File: src/rtl/adc_scan_pkg.sv
// adc_scan_pkg
// Shared types and default constants for the ADC scan sequencer.
//   conv_state_e : conversion FSM states
//   *_DEF        : default parameter values for the top and sub-modules
//   cnt_width    : counter width for a modulus, never below 1 bit
package adc_scan_pkg;

    typedef enum logic [2:0] {
        IDLE,
        START,
        WAIT,
        STORE,
        SKIP
    } conv_state_e;

    localparam int unsigned NUM_CH_DEF     = 8;
    localparam int unsigned DATA_W_DEF     = 10;
    localparam int unsigned TICK_DIV_DEF   = 16384;
    localparam int unsigned DEB_LEN_DEF    = 10;
    localparam int unsigned SCAN_DWELL_DEF = 64;
    localparam int unsigned TIMEOUT_DEF    = 4096;

    function automatic int unsigned cnt_width(input int unsigned n);
        return (n > 1) ? $clog2(n) : 1;
    endfunction

endpackage

File: src/rtl/adc_scan_sequencer_key_debounce.sv
// key_debounce
// Tick-sampled debouncer for one active-low key. Emits a single-cycle
// press pulse when a low sample follows DEB_LEN consecutive high samples.
// Ports:
//   clk_i   : clock
//   rst_i   : asynchronous active-high reset (history cleared to all 0)
//   tick_i  : sample strobe
//   key_i   : raw key, active-low (expected already synchronous to clk_i)
//   press_o : one-cycle press event, registered
module key_debounce
    import adc_scan_pkg::*;
#(
    parameter int unsigned DEB_LEN = DEB_LEN_DEF
) (
    input  logic clk_i,
    input  logic rst_i,
    input  logic tick_i,
    input  logic key_i,
    output logic press_o
);

    logic [DEB_LEN-1:0] hist_q;
    logic               press_q;

    always_ff @(posedge clk_i or posedge rst_i) begin
        if (rst_i) begin
            hist_q  <= '0;
            press_q <= 1'b0;
        end else begin
            // Once the low sample enters the history it is no longer
            // all-ones, so a held key cannot re-trigger.
            press_q <= tick_i & ~key_i & (&hist_q);
            if (tick_i) begin
                hist_q <= {hist_q[DEB_LEN-2:0], key_i};
            end
        end
    end

    assign press_o = press_q;

endmodule

File: src/rtl/adc_scan_sequencer.sv
// adc_scan_sequencer
// Round-robin converts NUM_CH channels through an external ADC controller
// (start/done handshake), keeps the latest result per channel and drives
// the display path with a manually stepped or auto-scanned channel.
// Ports:
//   clk_50M, rst            : clock, asynchronous active-high reset
//   key_next, key_mode      : raw active-low keys (step channel / toggle auto)
//   adc_start, adc_channel  : conversion request and channel
//   adc_done, adc_data      : conversion complete pulse and result
//   disp_channel/data/valid : channel shown, its stored result, result seen
//   auto_mode               : auto-scan active
//   timeout_err             : sticky ADC timeout flag
module adc_scan_sequencer
    import adc_scan_pkg::*;
#(
    parameter  int unsigned NUM_CH     = NUM_CH_DEF,
    parameter  int unsigned DATA_W     = DATA_W_DEF,
    parameter  int unsigned TICK_DIV   = TICK_DIV_DEF,
    parameter  int unsigned DEB_LEN    = DEB_LEN_DEF,
    parameter  int unsigned SCAN_DWELL = SCAN_DWELL_DEF,
    parameter  int unsigned TIMEOUT    = TIMEOUT_DEF,
    localparam int unsigned CH_W       = $clog2(NUM_CH)
) (
    input  logic              clk_50M,
    input  logic              rst,
    input  logic              key_next,
    input  logic              key_mode,
    output logic              adc_start,
    output logic [CH_W-1:0]   adc_channel,
    input  logic              adc_done,
    input  logic [DATA_W-1:0] adc_data,
    output logic [CH_W-1:0]   disp_channel,
    output logic [DATA_W-1:0] disp_data,
    output logic              disp_valid,
    output logic              auto_mode,
    output logic              timeout_err
);

    localparam int unsigned TD_W = cnt_width(TICK_DIV);
    localparam int unsigned DW_W = cnt_width(SCAN_DWELL);
    localparam int unsigned TO_W = cnt_width(TIMEOUT);

    // Explicit wrap so non power-of-two channel counts stay in range.
    function automatic logic [CH_W-1:0] ch_inc(input logic [CH_W-1:0] c);
        return (c == CH_W'(NUM_CH - 1)) ? '0 : c + CH_W'(1);
    endfunction

    // ---------------- key sample tick ----------------
    logic [TD_W-1:0] tdiv_q;
    logic            tick_q;

    always_ff @(posedge clk_50M or posedge rst) begin
        if (rst) begin
            tdiv_q <= '0;
            tick_q <= 1'b0;
        end else begin
            tick_q <= (tdiv_q == TD_W'(TICK_DIV - 1));
            tdiv_q <= (tdiv_q == TD_W'(TICK_DIV - 1)) ? '0 : tdiv_q + TD_W'(1);
        end
    end

    // ---------------- key debouncers ----------------
    logic next_press;
    logic mode_press;

    key_debounce #(.DEB_LEN(DEB_LEN)) u_deb_next (
        .clk_i   (clk_50M),
        .rst_i   (rst),
        .tick_i  (tick_q),
        .key_i   (key_next),
        .press_o (next_press)
    );

    key_debounce #(.DEB_LEN(DEB_LEN)) u_deb_mode (
        .clk_i   (clk_50M),
        .rst_i   (rst),
        .tick_i  (tick_q),
        .key_i   (key_mode),
        .press_o (mode_press)
    );

    // ---------------- display channel / mode ----------------
    logic            auto_q,    auto_d;
    logic [DW_W-1:0] dwell_q,   dwell_d;
    logic [CH_W-1:0] disp_ch_q, disp_ch_d;

    always_comb begin
        auto_d    = auto_q;
        dwell_d   = dwell_q;
        disp_ch_d = disp_ch_q;
        // Channel stepping uses the mode in force before any toggle.
        if (auto_q) begin
            if (tick_q) begin
                if (dwell_q == DW_W'(SCAN_DWELL - 1)) begin
                    dwell_d   = '0;
                    disp_ch_d = ch_inc(disp_ch_q);
                end else begin
                    dwell_d = dwell_q + DW_W'(1);
                end
            end
        end else if (next_press) begin
            disp_ch_d = ch_inc(disp_ch_q);
        end
        if (mode_press) begin
            auto_d = ~auto_q;
            if (!auto_q) begin
                dwell_d = '0;
            end
        end
    end

    always_ff @(posedge clk_50M or posedge rst) begin
        if (rst) begin
            auto_q    <= 1'b0;
            dwell_q   <= '0;
            disp_ch_q <= '0;
        end else begin
            auto_q    <= auto_d;
            dwell_q   <= dwell_d;
            disp_ch_q <= disp_ch_d;
        end
    end

    // ---------------- conversion FSM and result bank ----------------
    conv_state_e       state_q;
    logic [CH_W-1:0]   conv_ch_q;
    logic [TO_W-1:0]   wait_q;
    logic [DATA_W-1:0] data_q;
    logic              adc_start_q;
    logic [CH_W-1:0]   adc_ch_q;
    logic              err_q;
    logic [DATA_W-1:0] result_q [NUM_CH];
    logic [NUM_CH-1:0] valid_q;

    always_ff @(posedge clk_50M or posedge rst) begin
        if (rst) begin
            state_q     <= IDLE;
            conv_ch_q   <= '0;
            wait_q      <= '0;
            data_q      <= '0;
            adc_start_q <= 1'b0;
            adc_ch_q    <= '0;
            err_q       <= 1'b0;
            valid_q     <= '0;
            for (int unsigned i = 0; i < NUM_CH; i++) begin
                result_q[i] <= '0;
            end
        end else begin
            case (state_q)
                IDLE: begin
                    // Registered outputs are loaded one cycle ahead so they
                    // are asserted while the FSM sits in START.
                    adc_start_q <= 1'b1;
                    adc_ch_q    <= conv_ch_q;
                    state_q     <= START;
                end
                START: begin
                    adc_start_q <= 1'b0;
                    wait_q      <= '0;
                    state_q     <= WAIT;
                end
                WAIT: begin
                    // A done coinciding with the last wait cycle still stores.
                    if (adc_done) begin
                        data_q  <= adc_data;
                        state_q <= STORE;
                    end else if (wait_q == TO_W'(TIMEOUT - 1)) begin
                        state_q <= SKIP;
                    end else begin
                        wait_q <= wait_q + TO_W'(1);
                    end
                end
                STORE: begin
                    result_q[conv_ch_q] <= data_q;
                    valid_q[conv_ch_q]  <= 1'b1;
                    conv_ch_q           <= ch_inc(conv_ch_q);
                    state_q             <= IDLE;
                end
                SKIP: begin
                    err_q     <= 1'b1;
                    conv_ch_q <= ch_inc(conv_ch_q);
                    state_q   <= IDLE;
                end
                default: begin
                    state_q <= IDLE;
                end
            endcase
        end
    end

    // ---------------- display data ----------------
    logic [DATA_W-1:0] disp_data_q;
    logic              disp_valid_q;

    always_ff @(posedge clk_50M or posedge rst) begin
        if (rst) begin
            disp_data_q  <= '0;
            disp_valid_q <= 1'b0;
        end else if (state_q == STORE && conv_ch_q == disp_ch_q) begin
            // Forward the value being stored so it shows the next cycle.
            disp_data_q  <= data_q;
            disp_valid_q <= 1'b1;
        end else begin
            disp_data_q  <= result_q[disp_ch_q];
            disp_valid_q <= valid_q[disp_ch_q];
        end
    end

    assign adc_start    = adc_start_q;
    assign adc_channel  = adc_ch_q;
    assign disp_channel = disp_ch_q;
    assign disp_data    = disp_data_q;
    assign disp_valid   = disp_valid_q;
    assign auto_mode    = auto_q;
    assign timeout_err  = err_q;

endmodule
File: config.mk
export PLATFORM = sky130hd
export DESIGN_NAME = adc_scan_sequencer
export DESIGN_NICKNAME = d
export VERILOG_FILES = /design/src/rtl/adc_scan_pkg.sv /design/src/rtl/adc_scan_sequencer_key_debounce.sv /design/src/rtl/adc_scan_sequencer.sv
export SDC_FILE = /design/constraint.sdc
export NUM_CORES = 1
export LEC_CHECK = 0
export ABC_CLOCK_PERIOD_IN_PS = 5700
export CAP_MARGIN = 20
export CORE_UTILIZATION = 40
export CTS_CLUSTER_DIAMETER = 150
export CTS_CLUSTER_SIZE = 14
export DETAILED_ROUTE_END_ITERATION = 7
export GPL_TIMING_DRIVEN = 0
export SETUP_SLACK_MARGIN = 0.05
export SLEW_MARGIN = 10
export SYNTH_ARGS = -nofsm -noshare
export SYNTH_HDL_FRONTEND = slang
export SYNTH_HIERARCHICAL = 1
export SYNTH_SLANG_ARGS = --single-unit
File: constraint.sdc
create_clock -name clk_50M -period 5.7 [get_ports clk_50M]
set_input_delay 1.14 -clock clk_50M [delete_from_list [all_inputs] [get_ports clk_50M]]
set_output_delay 1.14 -clock clk_50M [all_outputs]
set_load 0.01 [all_outputs]
# Yosys cells after proc, flatten, opt, wreduce, memory -nomap -nowiden

Cells that the tools add are included.

Bitwise gates (word level): 10
Multiplexer cells: 31
$add $sub $neg: 5
$lt $le $gt $ge: 6
Equal/unequal tests: 15
Reductions and logical operators: 13

Operators by type and width:

| cell                    | number |
|---|---|
| $bwmux W80              | 1 |
| $mux W10                | 4 |
| $bmux W10 S3            | 1 |
| $demux W10 S3           | 1 |
| $mux W6                 | 5 |
| $mux W12                | 2 |
| $mux W3                 | 8 |
| $pmux W12 S2            | 1 |
| $reduce_and A10 Y1      | 2 |
| $add A14 B1 Y14 const B | 1 |
| $eq A14 B14 Y1 const B  | 1 |
| $mux W14                | 1 |
| $add A12 B1 Y12 const B | 1 |
| $eq A12 B12 Y1 const B  | 1 |
| $eq A3 B3 Y1 const B    | 3 |
| $pmux W3 S3             | 1 |
| $ge A4 B4 Y1 const B    | 2 |
| $lt A3 B4 Y1 const B    | 2 |
| $not A3 Y4              | 2 |
| $or A8 B8 Y8            | 1 |
| $add A3 B1 Y3 const B   | 2 |
| $add A6 B1 Y6 const B   | 1 |
| $eq A3 B2 Y1 const B    | 2 |
| $eq A6 B6 Y1 const B    | 1 |
| other kinds (19)        | 33 |

Flip-flop bits (word level): 179
Bits of input ports: 15

# Depth between registers and ports, before layout

Gate-level depths: netlist (run 1).

Depth after elaboration: 6
Depth in mapped cells: 6
Mapped depth without buffers: 6

# Modules after synthesis

The synthesis (run 1) kept the hierarchy.

By module, submodules not included:

| module             | cells an instance | area an instance (um^2) | instances |
|---|---|---|---|
| adc_scan_sequencer | 542               | 7074.3                  | 1 |
| key_debounce       | 27                | 434.2                   | 2 |

# Worst setup path after synthesis (run 1)

No wires, ideal clock.

Path type: input to register
Start: in adc_done
End: reg wait_q[10]
Arrival: 2.592 ns
Library setup time: 0.066 ns
Buffers on the path: 0
Stages on the path: 4
Setup slack: 3.042 ns
Required time: 5.634 ns
Cells stage by stage: or4b_4 > or4b_4 > or4_1 > nand2_1

Longest elaborated chain between the ends: 2

RTL lines:

| item                               | RTL line                  | RTL |
|---|---|---|
| start: declaration                 | adc_scan_sequencer.sv:30  | `input logic adc_done,` |
| $ne A2 B2 Y1 (no source line)      | -                         |  |
| $reduce_and A3 Y1 (no source line) | -                         |  |
| end signal: assignment             | adc_scan_sequencer.sv:170 | `wait_q <= wait_q + TO_W'(1);` |
| end: declaration                   | adc_scan_sequencer.sv:127 | `logic [TO_W-1:0] wait_q;` |

Every way passes these cells.
A chain may end at the register's enable or synchronous reset.

# Worst setup path in the final report (run 1)

Same ends and word-level chain as after synthesis.

==> impl_results.md, run 1 <==
- Max stage delay on crit path: 0.55 ns
- Post-Synth XOR/XNOR Area: 0.0198
- Synth Cell Area: roughly 0.0079 mm²
- Levels on crit path: 5
- CTS tree: built
- Die H: 143 µm
- CTS Root Cell: clkbuf_16
- Non-Filler Instances: 928
- Synth warn: 6
- Layout cell share with drive strength beyond 1: 0.284
- CTS clock-pin slew for the worst setup and hold paths: around 0.060 ns
- Placed instance area: around 0.0086 mm²
- Starting Density: 0.408
- Mean Syn Cell Area: around 13 µm²
- Internal: ~2.9 mW
- First-pass GRT wire length: approximately 26,000 µm
- Adder-cell share of the synthesized area: 0.0110
- Yosys top cell area share: 0.564
- Final Cell Area: 0.00920 mm²
- Clk Latency, worst-skew pair: roughly 0.42 ns
- Combinational family with the most area after synthesis: multiplexers
- Commonest cells in the netlist: 179 x dfrtp_1, 117 x mux2_2, 32 x nand2_1
- Switching Share: 0.285
- H-tree depth: 4
- Avg WL per Cell: 17.0 µm
- Final wirelength: ~16,000 µm
- Ys flop type: dfrtp_1
- Crit share post-route: 0.504
- Largest net degree at the start of global routing: 87
- CTS Hold Bufs: 0
- Vias per cell: approximately 5.3
- Placer Congestion: around 0.8
- RSZ-0062 raised after global routing: no
- FMAX: ~350 MHz
- Flops & latches, synth: 179
- Max-cap viol count: 0
- Reg2reg end: disp_data[0]$_DFF_PP0_
- Post-route antenna net violation count: 0
- Max Slew Vio Count: 0
- Number of synthesized flops with an enable pin: 0
- Cts bufs inserted: 17
- Kind of critical path: input pin to register
- Clock tree sinks: 179
- R2r startpoint: disp_channel[0]$_DFFE_PP0P_
- VDD IR-drop max: a little over 0.2 mV
- Post-synthesis mux area share: 0.247
- CP Buf/Inv Count: 1
- N_diodes: 0
- CP most frequent cell: or4b_4
- R2R setup slack: roughly 3.3 ns
- Synth cell types: 46
- Logic pwr share: 0.268
- Req. time, crit path: approximately 6.1 ns
- Tmin final: roughly 2.9 ns
- Final setup vio count: 0
- Crit path cell chain: clkdlybuf4s50_1 > or4b_4 > or4b_4 > or4_1 > nand2_1
- Top Ports: 35
- DRC: 0
- Rows: 51
- I/O Buffers: 34
- Status: completed
- Clock skew: about 0.0076 ns
- Switching power: 1.14 mW
- Crit path launch type: input pin
- Simple-Gate Fraction of Synth Area: 0.0933
- Initial antenna violation count: 0
- Synth Net Count: 618
- Crit path capture: wait_q[10]$_DFFE_PP0P_
- Worst slew pin tran: between 0.9 and 1 ns
- DIE WIDTH: 143 µm
- Post-CTS Setup Bufs: 0
- Critical path endpoint category: register
- Power share of the clock group: 0.272
- Slowest cell on crit path: or4b_4
- Part of the Yosys area used for sequential elements: 0.564
- Nets: between 600 and 700
- Number of global-route vias before repair: 5,154
- Cells after DPL: 896
- Pwr/cell area: 435 mW/mm²
- Synth Area in Compound Gates: 0.0370
- Mapped Cells: 596
- DR iter-0 viols: between 200 and 250
- Critical Path Start: adc_done
- Critical Path AT: approximately 3.2 ns
- Core ar.: ~0.02 mm²
- Die Area: 0.0204 mm²
- Count leader, synth: dfrtp_1
- Main area contributors after synthesis: dfrtp_1 56%, mux2_2 17%, mux4_2 6.2%
- HP Class: register to register
- Area Overhead vs Synth: 15.9%
- Sequential share of power: 0.460
- Final hold viol count: 0
- Slew HR: 0.385
- Overflow after GRT: 0
- CP Max Fanout: 6
- Post-CTS Resized: 0
- CP top delay family: simple AND/OR/NAND/NOR gates
- Min-delay src: tdiv_q[0]$_DFF_PP0_
- Post-synth ARST share: 1.00
- DR pass1 iterations: 5
- DP Wirelength: roughly 10,000 µm
- R2r worst-path depth: 5
- Via Count: between 4,000 and 5,000
- Leakage: just under 4 nW
- Gr usage total: 0.171
- Area leader, netlist: dfrtp_1
- Clock buffer depth: 2
[cell usage in the layout, fill, tap and decap left out, drive strengths merged, types with 3 or more instances in the layout]
cell,n
xor2,12
clkinv,4
xnor2,6
o211ai,4
dfrtp,179
nor2,24
nand3b,3
clkdlybuf4s50,34
inv,13
nand2b,9
nand4,15
buf,21
nand2,32
o21ai,20
nor3,11
o31ai,4
a21oi,9
mux2,117
mux4,22
mux2i,15
or3,4
clkbuf,41
nand3,11
clkinvlp,6
or2,4
ha,7
and2,3
nor2b,4
nor3b,4
o22ai,3
[kinds of logic after synthesis]
| kind of cell | count (synthesis) |
|---|---|
| flip-flops | 179 |
| AO/OA/AOI/OAI | 48 |
| multiplexers | 154 |
| XOR/XNOR | 18 |
| buffers and inverters | 53 |
| adder cells (fa/ha/maj) | 7 |
| AND/OR/NAND/NOR | 137 |
[flip-flops by register name, indices dropped and copies added (netlist names), 6 cells and up]
register           count
data_q                10
u_deb_next/hist_q     10
valid_q                8
dwell_q                6
tdiv_q                14
u_deb_mode/hist_q     10
result_q              80
disp_data             10
wait_q                12
[power by group through the flow]
stage | clock [mW] | combinational [mW] | sequential [mW]
after detailed placement | 0 | 1.08 | 1.86
after global placement | 0 | 1.04 | 1.84
final | 1.09 | 1.07 | 1.84
after CTS | 1.12 | 1.09 | 1.84
after global routing | 1.17 | 1.19 | 1.89
after floorplan | 0 | 0.775 | 1.83
[layer usage]
metal  vias to the layer above  wire [µm]  global-route usage
li1                       2246          -                   -
met1                      2531       6860               0.215
met2                       110       8090               0.291
met3                        17        543              0.0402
met4                         0        298              0.0560
met5                         -          0                   0
[stage by stage]
step	worst slack, ns	hold WS [ns]	setup TNS, ns	util	total power, mW
2_1_floorplan	0.325	0.424	0	-	2.60
3_3_place_gp	-1.69	0.436	-263.54	0.443	2.88
3_5_place_dp	2.42	0.446	0	0.444	2.95
4_1_cts	2.86	0.455	0	0.473	4.05
5_1_grt	2.77	0.484	0	0.473	4.25
6_report	2.83	0.451	0	0.473	4.01
[worst register-to-register path, delay by kind of cell (launching register included)]
kind                   cells  cell delay [ns]
XOR/XNOR                   1             0.13
AO/OA/AOI/OAI              1             0.27
flip-flops                 1             0.37
buffers and inverters      2             0.95
AND/OR/NAND/NOR            1             0.50
[how the worst min path moves through the flow]
stage / end / cells past startpoint
floorplan: tdiv_q[0]$_DFF_PP0_ / 1
global placement: tdiv_q[0]$_DFF_PP0_ / 1
detailed placement: tdiv_q[0]$_DFF_PP0_ / 1
CTS: tdiv_q[0]$_DFF_PP0_ / 1
global route: valid_q[7]$_DFFE_PP0P_ / 1
finish: tdiv_q[0]$_DFF_PP0_ / 1
[final cells by class]
cell class                      count  area (µm²)
Inverter                           12        52.6
Tap cell                          265         332
Clock buffer                       20         447
Fill cell                        1690       10300
Buffer                             41         175
Multi-Input combinational cell    364        3240
Timing Repair Buffer               35         368
Clock inverter                     12         108
Sequential cell                   179        4480
Power figures use the tool's default switching activity.
==> run 2: changes to the inputs <==
ABC_CLOCK_PERIOD_IN_PS = 2900   (was 5700)
clock period = 2.9 ns   (was 5.7 ns; I/O delays follow)
==> impl_results.md, run 2 (synthesized netlist as in run 1, its figures left out) <==
- Critical path endpoint category: register
- R2r worst-path depth: 5
- Min-delay src: tdiv_q[0]$_DFF_PP0_
- Placer Congestion: approximately 0.76
- Hold Crit Endpoint: tdiv_q[0]$_DFF_PP0_
- Largest Register: result_q
- Req. time, crit path: ~3.2 ns
- Via Count: roughly 4,900
- CTS Hold Bufs: 0
- Multi-input logic area: about 0.0032 mm²
- Overflow after GRT: 0
- Cells after DPL: 900
- N_diodes: 0
- Area Overhead vs Synth: 17.4%
- H-tree depth: 4
- Critical Path AT: 2.67 ns
- R2R setup slack: ~0.47 ns
- PnR Total Power: around 8.1 mW
- CTS tree: built
- Clock skew: 0.00692 ns
- Crit share post-route: 0.837
- Clock buffer depth: 2
- CTS Root Cell: clkbuf_16
- CP Max Fanout: 10
- VDD IR-drop max: ~0.45 mV
- Reg2reg end: disp_data[0]$_DFF_PP0_
- Layout cell share with drive strength beyond 1: 0.289
- Pwr/cell area: 866 mW/mm²
- I/O Buffers: 34
- Vias per cell: 5.21
- Crit path cell chain: clkbuf_1 > xor2_1 > nor4_1 > clkbuf_1 > o21ai_0
- Tmin final: 2.43 ns
- CTS clock-pin slew for the worst setup and hold paths: 0.07 ns
- Crit path launch type: register
- Starting Density: 0.408
- Clk Latency, worst-skew pair: ~0.43 ns
- Post-CTS Resized: 0
- Final hold viol count: 0
- Worst slew pin tran: 0.909 ns
- DR iter-0 viols: between 150 and 200
- WHS Path Cells: 1
- Kind of critical path: register to register
- Leakage: about 4 nW
- Initial antenna violation count: 0
- Regs by FF count: result_q: 80 flops, tdiv_q: 14 flops, wait_q: 12 flops
- Final wirelength: between 15,000 and 20,000 µm
- Gr usage total: 0.175
- Nets: 676
- Filler cells: approximately 1,700
- Final setup vio count: 0
- Fin util: 0.479
- Slowest cell on crit path: clkbuf_1
- Die Area: ~0.020 mm²
- R2r startpoint: disp_channel[0]$_DFFE_PP0P_
- Most common cell after layout, fill and taps aside: dfrtp_1
- Core ar.: just under 0.02 mm²
- Max Slew Vio Count: 0
- Number of global-route vias before repair: 5,034
- Post-CTS Setup Bufs: 0
- CP most frequent cell: clkbuf_1
- DR pass1 iterations: 4
- Clock tree sinks: ~180
- Non-Filler Instances: about 930
- FMAX: roughly 410 MHz
- DIE WIDTH: 143 µm
- DP Wirelength: a little over 10,000 µm
- Max-cap viol count: 0
- DRC: 0
- Avg WL per Cell: 17.0 µm
- Final Cell Area: ~0.0093 mm²
- Post-route antenna net violation count: 0
- HP Class: register to register
- Max stage delay on crit path: 0.54 ns
- Most frequent cells in the layout: 179 x dfrtp_1, 117 x mux2_2, 34 x clkdlybuf4s50_1
- Rows: between 50 and 60
- Cts bufs inserted: 17
- Top Ports: 35
- Placed instance area: about 0.0087 mm²
- Number of flip-flops in the largest register: 80
- FF/Latch Area: around 0.0045 mm²
- Slew HR: 0.394
- Largest net degree at the start of global routing: 39
- RSZ-0062 raised after global routing: no
- First-pass GRT wire length: 26,600 µm
- Status: completed
- Die H: 143 µm
run 2: worst max-delay path: cells and delay by family (launching register included):
family / cells / cell delay [ns]
simple gates: 1 / 0.49
compound gates: 1 / 0.28
buf+inv: 2 / 0.99
xor+xnor: 1 / 0.13
flops: 1 / 0.37
run 2: metal layers:
metal | vias to the layer above | routed length (µm) | GRT usage
met1 | 2503 | 7440 | 0.232
met4 | 0 | 218 | 0.0600
met2 | 67 | 7740 | 0.282
li1 | 2263 | - | -
met3 | 20 | 399 | 0.0376
met5 | - | 0 | 0
run 2: final cells by class:
type,count,area share
tap,265,0.0356
clock inverter,11,0.0134
buffer,41,0.0188
clock buffer,21,0.0505
multi-input combinational,364,0.348
sequential,179,0.481
inverter,12,0.00523
timing repair buffer,39,0.0481
run 2: power by group:
part	internal (mW)	leakage, nW	switching [mW]	total, mW
logic	1.17	1.38	0.960	2.13
registers	3.27	2.28	0.355	3.62
clock network	1.34	0.290	0.975	2.32
run 2: how the worst max path moves through the flow:
stage                                       to  slack [ns]                   startpoint  depth (start not counted)
floorplan           adc_channel[0]$_DFFE_PP0P_        0.33                          rst                          1
global placement      result_q[36]$_DFFE_PP0P_       -1.01                          rst                          2
detailed placement      wait_q[10]$_DFFE_PP0P_        0.18                     adc_done                          5
CTS                     disp_data[0]$_DFF_PP0_        0.44  disp_channel[0]$_DFFE_PP0P_                          5
global route            disp_data[3]$_DFF_PP0_        0.26  disp_channel[0]$_DFFE_PP0P_                          5
finish                  disp_data[0]$_DFF_PP0_        0.47  disp_channel[0]$_DFFE_PP0P_                          5
run 2: per-stage QoR:
stage / worst slack (ns) / setup TNS (ns) / hold slack, ns
after floorplan: 0.333 / 0 / 0.424
after global placement: -1.01 / -156.06 / 0.436
after detailed placement: 0.182 / 0 / 0.448
after CTS: 0.436 / 0 / 0.459
after global routing: 0.260 / 0 / 0.484
final: 0.473 / 0 / 0.454
==> run 3: changes to the inputs <==
ABC_CLOCK_PERIOD_IN_PS = 2350   (was 2900)
clock period = 2.35 ns   (was 2.9 ns; I/O delays follow)
==> impl_results.md, run 3 (synthesized netlist as in run 1, its figures left out) <==
- Status: completed
- Clk Latency, worst-skew pair: 0.43 ns
- I/O Buffers: 34
- Tmin final: roughly 2.2 ns
- Rows: between 50 and 60
- Clock tree sinks: ~180
- Largest net degree at the start of global routing: 39
- N_diodes: 0
- Req. time, crit path: approximately 2.6 ns
- CP top delay family: buffers and inverters
- Leakage: approximately 4.0 nW
- FMAX: between 400 and 500 MHz
- Avg WL per Cell: around 17 µm
- Placer Congestion: ~0.76
- Critical Path AT: ~2.4 ns
- Most frequent cells in the layout: 179 x dfrtp_1, 117 x mux2_2, 34 x clkdlybuf4s50_1
- CTS Hold Bufs: 0
- CP Buf/Inv Count: 2
- Overflow after GRT: 0
- CP Max Fanout: 10
- Slew HR: 0.397
- Via Count: around 4,800
- Worst slew pin tran: 0.905 ns
- Largest Register: result_q
- Max Slew Vio Count: 0
- RSZ-0062 raised after global routing: no
- First-pass GRT wire length: between 20,000 and 30,000 µm
- Final setup vio count: 0
- CP most frequent cell: clkbuf_1
- DRC: 0
- Cts bufs inserted: 17
- Vias per cell: 5.20
- Crit path launch type: register
- Critical Path Start: disp_channel[1]$_DFFE_PP0P_
- Layout cell share with drive strength beyond 1: 0.300
- Die H: roughly 140 µm
- Regs by FF count: result_q: 80 flops, tdiv_q: 14 flops, wait_q: 12 flops
- Clock skew: ~0.0075 ns
- CTS tree: built
- DIE WIDTH: around 140 µm
- Critical path endpoint category: register
- Nets: 676
- HP Class: input pin to async pin
- Max-cap viol count: 0
- Final wirelength: between 15,000 and 20,000 µm
- Top Ports: 35
- Max stage delay on crit path: ~0.64 ns
- Starting Density: 0.408
- Kind of critical path: register to register
- DP Wirelength: about 10,000 µm
- Crit share post-route: 0.928
- Number of global-route vias before repair: 5,029
- Gr usage total: 0.174
- DR iter-0 viols: ~220
- CTS Root Cell: clkbuf_16
- Clock buffer depth: 2
- Initial antenna violation count: 0
- Cells after DPL: 900
- PnR Total Power: between 9 and 10 mW
- Most common cell after layout, fill and taps aside: dfrtp_1
- Fin util: 0.480
- Die Area: around 0.02 mm²
- Pwr/cell area: roughly 1100 mW/mm²
- Non-Filler Instances: around 930
- Slowest cell on crit path: clkbuf_1
- Number of flip-flops in the largest register: 80
- Area Overhead vs Synth: 17.6%
- DR pass1 iterations: 4
- Final hold viol count: 0
- Core ar.: between 0.015 and 0.02 mm²
- CTS clock-pin slew for the worst setup and hold paths: 0.06 ns
- Crit path cell chain: clkbuf_1 > clkbuf_1 > mux4_2 > mux2i_1 > o21ai_0
- VDD IR-drop max: 0.551 mV
- H-tree depth: 4
- Post-route antenna net violation count: 0
- R2r startpoint: disp_channel[1]$_DFFE_PP0P_
[run 3: cell counts in the layout (fill, tap and decap cells not counted)]
Identical to the previous run, type by type.
[run 3: area by class of cell]
type	count	area [µm²]
fillers	1700	10100
flip-flops and latches	179	4480
multi-input cells	364	3240
clock buffers	21	470
repair buffers	39	448
well taps	265	332
plain buffers	41	194
clock inverters	11	125
inverters	12	48.8
[run 3: routing by layer]
metal / vias up / wire length, µm / GRT usage
li1: 2262 / - / -
met1: 2503 / 7450 / 0.232
met2: 65 / 7740 / 0.282
met3: 18 / 394 / 0.0376
met4: 0 / 210 / 0.0600
met5: - / 0 / 0
[run 3: final timing paths]
path | end | slack, ns | cells past startpoint
max | disp_data[0]$_DFF_PP0_ | 0.17 | 5
min | dwell_q[0]$_DFF_PP0_ | 0.38 | 2
max reg2reg | disp_data[0]$_DFF_PP0_ | 0.17 | 5
min reg2reg | tdiv_q[0]$_DFF_PP0_ | 0.45 | 1
max in group asynchronous | result_q[38]$_DFFE_PP0P_ | 0.87 | 6
min in group clk_50M | tdiv_q[0]$_DFF_PP0_ | 0.45 | 1
[run 3: worst reg2reg max path, cell delays in order (launching register included)]
cell and delay (ns):
dfrtp_1 0.36, clkbuf_1 0.32, clkbuf_1 0.64, mux4_2 0.42, mux2i_1 0.13, o21ai_0 0.15
[run 3: power by group]
group	switching [mW]	internal [mW]	total, mW
clock network	1.20	1.66	2.86
registers	0.438	4.03	4.47
logic	1.19	1.45	2.64
total	2.83	7.14	9.97
[run 3: repair_timing]
action | 4_1_cts | 5_1_grt
setup endpoints to repair | 35 | 35
gates cloned | 0 | 0
resized for setup | 8 | 7
setup buffers | 0 | 0
hold endpoints to repair | 0 | 0
[run 3: stage by stage]
step	setup TNS [ns]	hold slack, ns	instance area (µm²)	setup slack [ns]
2_1_floorplan	-16.78	0.322	7950	-0.107
3_3_place_gp	-226.71	0.436	8620	-1.45
3_5_place_dp	-1.70	0.448	8730	-0.258
4_1_cts	0	0.363	9340	0.0901
5_1_grt	0	0.400	9340	0.0678
6_report	0	0.376	9340	0.169
==> RTL edit, RTL diff (flow settings as in run 3) <==
`DATA_W_DEF`: 10 -> 20.
--- a/src/rtl/adc_scan_pkg.sv
+++ b/src/rtl/adc_scan_pkg.sv
@@ -14,7 +14,7 @@
     } conv_state_e;
 
     localparam int unsigned NUM_CH_DEF     = 8;
-    localparam int unsigned DATA_W_DEF     = 10;
+    localparam int unsigned DATA_W_DEF     = 20;
     localparam int unsigned TICK_DIV_DEF   = 16384;
     localparam int unsigned DEB_LEN_DEF    = 10;
     localparam int unsigned SCAN_DWELL_DEF = 64;
Ports: changed (resized adc_data and disp_data); port bits go from 35 to 55. The function was not compared with the original's and may differ.
==> RTL edit against run 3 <==
- setup slack got worse by 0.020 ns
- sequential cell count increased by 100
- total power is 52% higher
- final area is 51% higher
- area after synthesis grew 55%
- routed wire length is 56% higher
- core utilization decreased by 0.99 points
- critical path type unchanged
- critical endpoint is now disp_data[17]
==> RTL edit: results (changes against run 3) <==
r2r endpoint=disp_data[17]; largest cells by area after synthesis=dfrtp_1 57%, mux2_2 18%, mux4_2 7.7%; proportion of layout cells with a drive suffix above 1=37.1% (+7.1 points); filler instances=2688 (+58%); WL met2=11500 µm (+48%); post-DP HPWL=16100 µm (+55%); max frequency=0.454 GHz (-0.92%); Synth top cells by count=279 x dfrtp_1, 201 x mux2_2, 45 x nand2_1; Setup Skew=0.00966 ns (+0.00218 ns); metal1 wirelength=11700 µm (+57%); R2R cell count=6 (+1); worst skew pair latency=0.51 ns (+0.08 ns); Vias/cell=5.27 (+1.2%); vias in the first global route=7023 (+40%); compound-cell area share of the yosys netlist=3.43% (-0.27 points); count of unique library cells instantiated by Yosys=57 (+24%); crit-path max cell delay=0.41 ns (-0.23 ns); IO buf count=54 (+59%); adder-cell share of the synthesized area=0.713% (-0.39 points); hold slack=0.387 ns (+0.0108 ns); htree depth=1 (-3); status=completed; Synth top area share=56.9% (+0.47 points); First DRT Iteration DRCs=368 (+68%); met2 Usage GRT=25.6% (-2.6 points); Routed WL=24700 µm (+56%); GR Util met3=2.53% (-1.2 points); Worst-Margin Slew=0.940 ns (+0.0343 ns); post-synthesis xor/xnor area fraction=1.28% (-0.70 points); Worst VDD drop=0.490 mV (-11%); net count after synthesis=881 (+43%); Final nets=968 (+43%); Pleak=0.00618 µW (+56%); sequential share of the synthesized area=56.9% (+0.47 points); routability cong.=0.716 (-6.1%); grt met1 use=24.6% (+1.5 points)
-- RTL edit: report_power, final --
part           switching [µW]  internal [µW]
Combinational            2010           2570
Clock                    1610           1730
Sequential                712           6500
Total                    4330          10800
-- RTL edit: repair_timing --
item	CTS	global route
setup endpoints to repair	20	14
resized for setup	4	4
hold buffers	0	0
-- RTL edit: final cells by class --
type	instances	share of cell area [%]
Inverter	8	0.240
Timing Repair Buffer	62	5.03
Multi-Input combinational cell	498	35.1
Buffer	64	2.43
Sequential cell	279	49.6
Tap cell	390	3.47
Clock buffer	24	4.11
-- RTL edit: per-stage QoR --
| stage | instances | TNS (ns) | util [%] | instance area [µm²] |
|---|---|---|---|---|
| 2_1_floorplan | 849 | -386.94 | - | 12300 |
| 3_3_place_gp | 1293 | -915.15 | 44.4 | 13300 |
| 3_5_place_dp | 1301 | -2.00 | 45.0 | 13500 |
| 4_1_cts | 1325 | 0 | 47.0 | 14100 |
| 5_1_grt | 1325 | 0 | 47.0 | 14100 |
| 6_report | 1325 | 0 | 47.0 | 14100 |
